File: config.mk
export PLATFORM = sky130hd
export DESIGN_NAME = pipelined_dual_port_ram
export DESIGN_NICKNAME = d
export VERILOG_FILES = /design/src/rtl/pipelined_dual_port_ram.sv
export SDC_FILE = /design/constraint.sdc
export NUM_CORES = 1
export LEC_CHECK = 0
export ABC_CLOCK_PERIOD_IN_PS = 2100
export BUFFER_PORTS_ARGS = -buffer_cell sky130_fd_sc_hd__buf_2
export CAP_MARGIN = 20
export CORE_MARGIN = 4
export CORE_UTILIZATION = 35
export CTS_BUF_LIST = sky130_fd_sc_hd__clkbuf_16
export CTS_CLUSTER_DIAMETER = 80
export DETAILED_ROUTE_END_ITERATION = 16
export HOLD_SLACK_MARGIN = 0.03
export PLACE_DENSITY = 0.62
export SLEW_MARGIN = 20
export SYNTH_ARGS = -nofsm -noshare
export SYNTH_HDL_FRONTEND = slang
export SYNTH_SLANG_ARGS = --single-unit
export TNS_END_PERCENT = 10
File: constraint.sdc
create_clock -name clock -period 2.1 [get_ports clock]
set_input_delay 0.42 -clock clock [delete_from_list [all_inputs] [get_ports clock]]
set_output_delay 0.42 -clock clock [all_outputs]
set_load 0.01 [all_outputs]
File: src/rtl/pipelined_dual_port_ram.sv
// Single-clock simple dual-port RAM: masked write port, pipelined read port with valid strobe.
// Define PIPELINED_DUAL_PORT_RAM_PARITY_EN to add per-lane even parity with fault injection.
module pipelined_dual_port_ram #(
  parameter int WIDTH         = 32,
  parameter int DEPTH         = 16,
  parameter int ADDRESS_WIDTH = $clog2(DEPTH),
  parameter int LANE_WIDTH    = 8,
  parameter int LANES         = WIDTH / LANE_WIDTH,
  parameter int READ_LATENCY  = 1,
  parameter int WRITE_FIRST   = 0
) (
  input  logic                     clock,
  input  logic                     resetn,
  input  logic                     write_enable,
  input  logic [ADDRESS_WIDTH-1:0] write_address,
  input  logic [WIDTH-1:0]         write_data,
  input  logic [LANES-1:0]         write_mask,
  input  logic                     read_enable,
  input  logic [ADDRESS_WIDTH-1:0] read_address,
  output logic [WIDTH-1:0]         read_data,
  output logic                     read_valid
`ifdef PIPELINED_DUAL_PORT_RAM_PARITY_EN
  ,
  input  logic                     write_parity_invert,
  output logic                     read_parity_error
`endif
);

  localparam logic [ADDRESS_WIDTH:0] DEPTH_LIM = DEPTH[ADDRESS_WIDTH:0];

  function automatic logic [WIDTH-1:0] merge_lanes(input logic [WIDTH-1:0] old_word,
                                                   input logic [WIDTH-1:0] new_word,
                                                   input logic [LANES-1:0] mask);
    logic [WIDTH-1:0] res;
    res = old_word;
    for (int l = 0; l < LANES; l++)
      if (mask[l]) res[l*LANE_WIDTH +: LANE_WIDTH] = new_word[l*LANE_WIDTH +: LANE_WIDTH];
    return res;
  endfunction

  function automatic logic [LANES-1:0] lane_parity(input logic [WIDTH-1:0] word);
    logic [LANES-1:0] p;
    for (int l = 0; l < LANES; l++) p[l] = ^word[l*LANE_WIDTH +: LANE_WIDTH];
    return p;
  endfunction

  logic [WIDTH-1:0] mem [DEPTH];
  logic             wr_ok;
  logic             rd_ok;
  logic             bypass;
  logic [WIDTH-1:0] rd_word;

  assign wr_ok  = write_enable && ({1'b0, write_address} < DEPTH_LIM);
  assign rd_ok  = {1'b0, read_address} < DEPTH_LIM;
  // Same-address forwarding only exists under the new-data policy.
  assign bypass = (WRITE_FIRST != 0) && wr_ok && (write_address == read_address);

  always_ff @(posedge clock) begin
    if (!resetn) begin
      for (int i = 0; i < DEPTH; i++) mem[i] <= '0;
    end else if (wr_ok) begin
      mem[write_address] <= merge_lanes(mem[write_address], write_data, write_mask);
    end
  end

  always_comb begin
    rd_word = '0;
    if (rd_ok)
      rd_word = bypass ? merge_lanes(mem[read_address], write_data, write_mask)
                       : mem[read_address];
  end

`ifdef PIPELINED_DUAL_PORT_RAM_PARITY_EN
  logic [LANES-1:0] par_mem [DEPTH];
  logic [LANES-1:0] wr_par;
  logic [LANES-1:0] rd_par;
  logic             rd_err;

  assign wr_par = lane_parity(write_data) ^ {LANES{write_parity_invert}};

  always_ff @(posedge clock) begin
    if (!resetn) begin
      for (int i = 0; i < DEPTH; i++) par_mem[i] <= '0;
    end else if (wr_ok) begin
      par_mem[write_address] <= (par_mem[write_address] & ~write_mask) | (wr_par & write_mask);
    end
  end

  always_comb begin
    rd_par = '0;
    if (rd_ok)
      rd_par = bypass ? ((par_mem[read_address] & ~write_mask) | (wr_par & write_mask))
                      : par_mem[read_address];
  end

  assign rd_err = |(rd_par ^ lane_parity(rd_word));
`endif

  // ---- read pipeline: stage 0 captures from the array, last stage drives the outputs
  logic [WIDTH-1:0]        data_p [READ_LATENCY];
  logic [READ_LATENCY-1:0] vld_p;

  // Data registers only load alongside a valid bit, so read_data holds between results.
  always_ff @(posedge clock) begin
    if (!resetn) begin
      vld_p <= '0;
      for (int k = 0; k < READ_LATENCY; k++) data_p[k] <= '0;
    end else begin
      vld_p[0] <= read_enable;
      if (read_enable) data_p[0] <= rd_word;
      for (int k = 1; k < READ_LATENCY; k++) begin
        vld_p[k] <= vld_p[k-1];
        if (vld_p[k-1]) data_p[k] <= data_p[k-1];
      end
    end
  end

  assign read_data  = data_p[READ_LATENCY-1];
  assign read_valid = vld_p[READ_LATENCY-1];

`ifdef PIPELINED_DUAL_PORT_RAM_PARITY_EN
  logic [READ_LATENCY-1:0] err_p;

  always_ff @(posedge clock) begin
    if (!resetn) begin
      err_p <= '0;
    end else begin
      err_p[0] <= read_enable & rd_err;
      for (int k = 1; k < READ_LATENCY; k++) err_p[k] <= vld_p[k-1] & err_p[k-1];
    end
  end

  assign read_parity_error = err_p[READ_LATENCY-1];
`endif

endmodule
==> summary.txt <==
outcome: finished clean
hold_buf cts: 0
critical setup path kind: reg2out
WP data arrival: 1.24 ns
Max Freq: 601 MHz
min Tclk post-route: 1.66 ns
synthesized cell area: 24900 sq um
RD Place Congestion: 0.812
Primary FF master, synth: edfxtp_1
routed wire length: 64.7 mm
Cells after Synth: 1811
endpoints failing setup: 0
Mapped Nets: 1859
Min Hold Slack: 0.0774 ns
DRC errors left: 0
Crit. End Element: primary output
DPL Wire Length: 43.4 mm
Layout area overhead: 16.3%
clk buf depth: 3
Setup Buffers After CTS: 0
layout cells sized above 1: 0.148
Synth Warn #: 0
DRT Pass-1 Iters: 5
Cell Rows: 97
die height: 275 microns
maximum vdd drop: 0.000491 V
Critical path buffers and inverters: 1
Root Buffer: clkbuf_16
Synth Register Bits: 545
EDFF count, synth: 544
max_cap viols: 0
CTS resizes: 0
global-route wire length before repair: 96.2 mm
CTS tree: built
max incr delay on CP: 0.46 ns
RSZ-0062 raised after global routing: false
Port Buf Inserts: 80
synth top area cells: edfxtp_1 (66%), and2_1 (13%), mux2i_1 (10%)
cell family with most CP delay: flip-flops
Worst path slowest cell: edfxtp_1
CTS sink cnt: 545
PwrDens: 839 nW/um^2
Layout Skew: 0.0141 ns
largest net degree at the start of global routing: 65
register area share after synthesis: 0.658
Mean Syn Cell Area: 13.7 sq um
CTS Buf Count: 57
startpoint types: register
Via density: 5.04
actual slew at the worst max-slew pin: 0.578 ns
clock slew at reported path FFs: 0.06 ns
initial drt markers: 1271
setup TNS: 0 ns
post-synth top area cell: edfxtp_1
die area: 75400 sq um
nets: 2022
vias in the first global route: 15602
Antenna Nets Post-Route: 0
CP Max Fanout: 1
# fillers: 6435
Leakage: 11.0 nW
Pins Over Slew Limit: 0
share of Yosys cell area claimed by the top area cell type: 0.657
fin crit share: 0.792
Worst-Skew Late Latency: 0.61 ns
antenna violations before repair: 6
Starting Density: 0.354
Critical Path RT: 1.68 ns
Clock H-tree levels: 2
min-delay worst type: in2reg
Util after Layout: 0.412
slew margin rel.: 0.613
die width: 275 microns
routed wire length per instance: 21.8 microns
count leader, synth: edfxtp_1
Critical Path, Cell by Cell: buf_2
I/O Pins: 81
asr flop ratio synth: 0
Post-synth top cells: edfxtp_1 (544), and2_1 (514), mux2i_1 (252), a22oi_1 (124), clkbuf_1 (78)
Yosys cell types: 25
core area: 70300 sq um
total global-route track usage: 0.170
routed vias: 14933
Final Hold Viols: 0
Congestion Overflow GR: 0
logic make-up after synthesis:
group           share of synthesized area
compound gates                     0.0587
buf+inv                            0.0246
flops                               0.658
mux                                 0.103
simple gates                        0.156
power breakdown:
part	switching (mW)	internal, mW
registers	0.216	12.6
logic	1.23	0.701
clock network	4.15	5.40
total	5.60	18.7
metal layers:
layer | track usage | wire length [microns] | vias up
li1 | - | - | 6939
met1 | 0.215 | 26600 | 7410
met2 | 0.291 | 31700 | 452
met3 | 0.0351 | 4060 | 128
met4 | 0.0605 | 2210 | 4
met5 | 0.00834 | 101 | -
final timing paths:
| path | startpoint | to | slack (ns) | cells past startpoint |
|---|---|---|---|---|
| worst max-delay path | data_p[0][21] | read_data[21] | 0.44 | 1 |
| worst min-delay path | read_enable | read_valid | 0.08 | 2 |
| worst max register to register | mem[5][26] | data_p[0][26] | 0.57 | 4 |
| worst min register to register | mem[2][28] | data_p[0][28] | 0.83 | 4 |
worst reg2reg max path: cells and delay by family, from the launching register on:
kind             cells  cell delay [ns]
multiplexers         1             0.48
flip-flops           1             0.41
AND/OR/NAND/NOR      2             0.25
AO/OA/AOI/OAI        1             0.11
registers in the layout (all words and copies together), names as in the netlist:
| name | flops |
|---|---|
| mem | 512 |
| data_p | 32 |
| read_valid | 1 |
metrics by stage:
stage	setup slack [ns]	power (mW)	cells	cell area (sq um)
5_1_grt	0.400	25.1	2957	28900
2_1_floorplan	0.212	14.0	1811	24900
4_1_cts	0.390	24.5	2957	28900
3_3_place_gp	0.0127	14.9	2855	27200
3_5_place_dp	-0.0507	15.0	2855	27200
6_report	0.437	24.3	2961	28900
layout make-up:
type                    instances  area, sq um  share of cell area
diodes                          4         10.0            0.000346
clock buffers                  59         1480              0.0510
repair buffers                216         1710              0.0590
flip-flops and latches        545        16400               0.566
multi-input cells            1154         7930               0.274
well taps                     940         1180              0.0407
clock inverters                43          268             0.00926
layout by cell type, fill, tap and decap left out:
| cell type | n |
|---|---|
| a21oi_1 | 2 |
| a22oi_1 | 124 |
| inv_6 | 1 |
| inv_1 | 15 |
| edfxtp_1 | 544 |
| buf_2 | 79 |
| clkbuf_16 | 59 |
| and2b_1 | 1 |
| buf_4 | 114 |
| nand2b_2 | 1 |
| mux2i_1 | 252 |
| nor2b_4 | 2 |
| o21ai_0 | 65 |
| nor2_1 | 66 |
| diode_2 | 4 |
| mux4_2 | 2 |
| buf_12 | 22 |
| and2_2 | 1 |
| nand4_1 | 1 |
| nand3b_1 | 1 |
| buf_8 | 1 |
| nand2_1 | 74 |
| o21ai_1 | 1 |
| clkinvlp_4 | 3 |
| nor2b_1 | 3 |
| and2_1 | 513 |
| nand2b_1 | 2 |
| dfxtp_1 | 1 |
| bufinv_16 | 3 |
| clkinv_1 | 12 |
| clkinv_2 | 9 |
| nor2_4 | 1 |
| nand3_1 | 12 |
| o22ai_1 | 30 |
No activity file was read; power rests on OpenSTA's default activity.
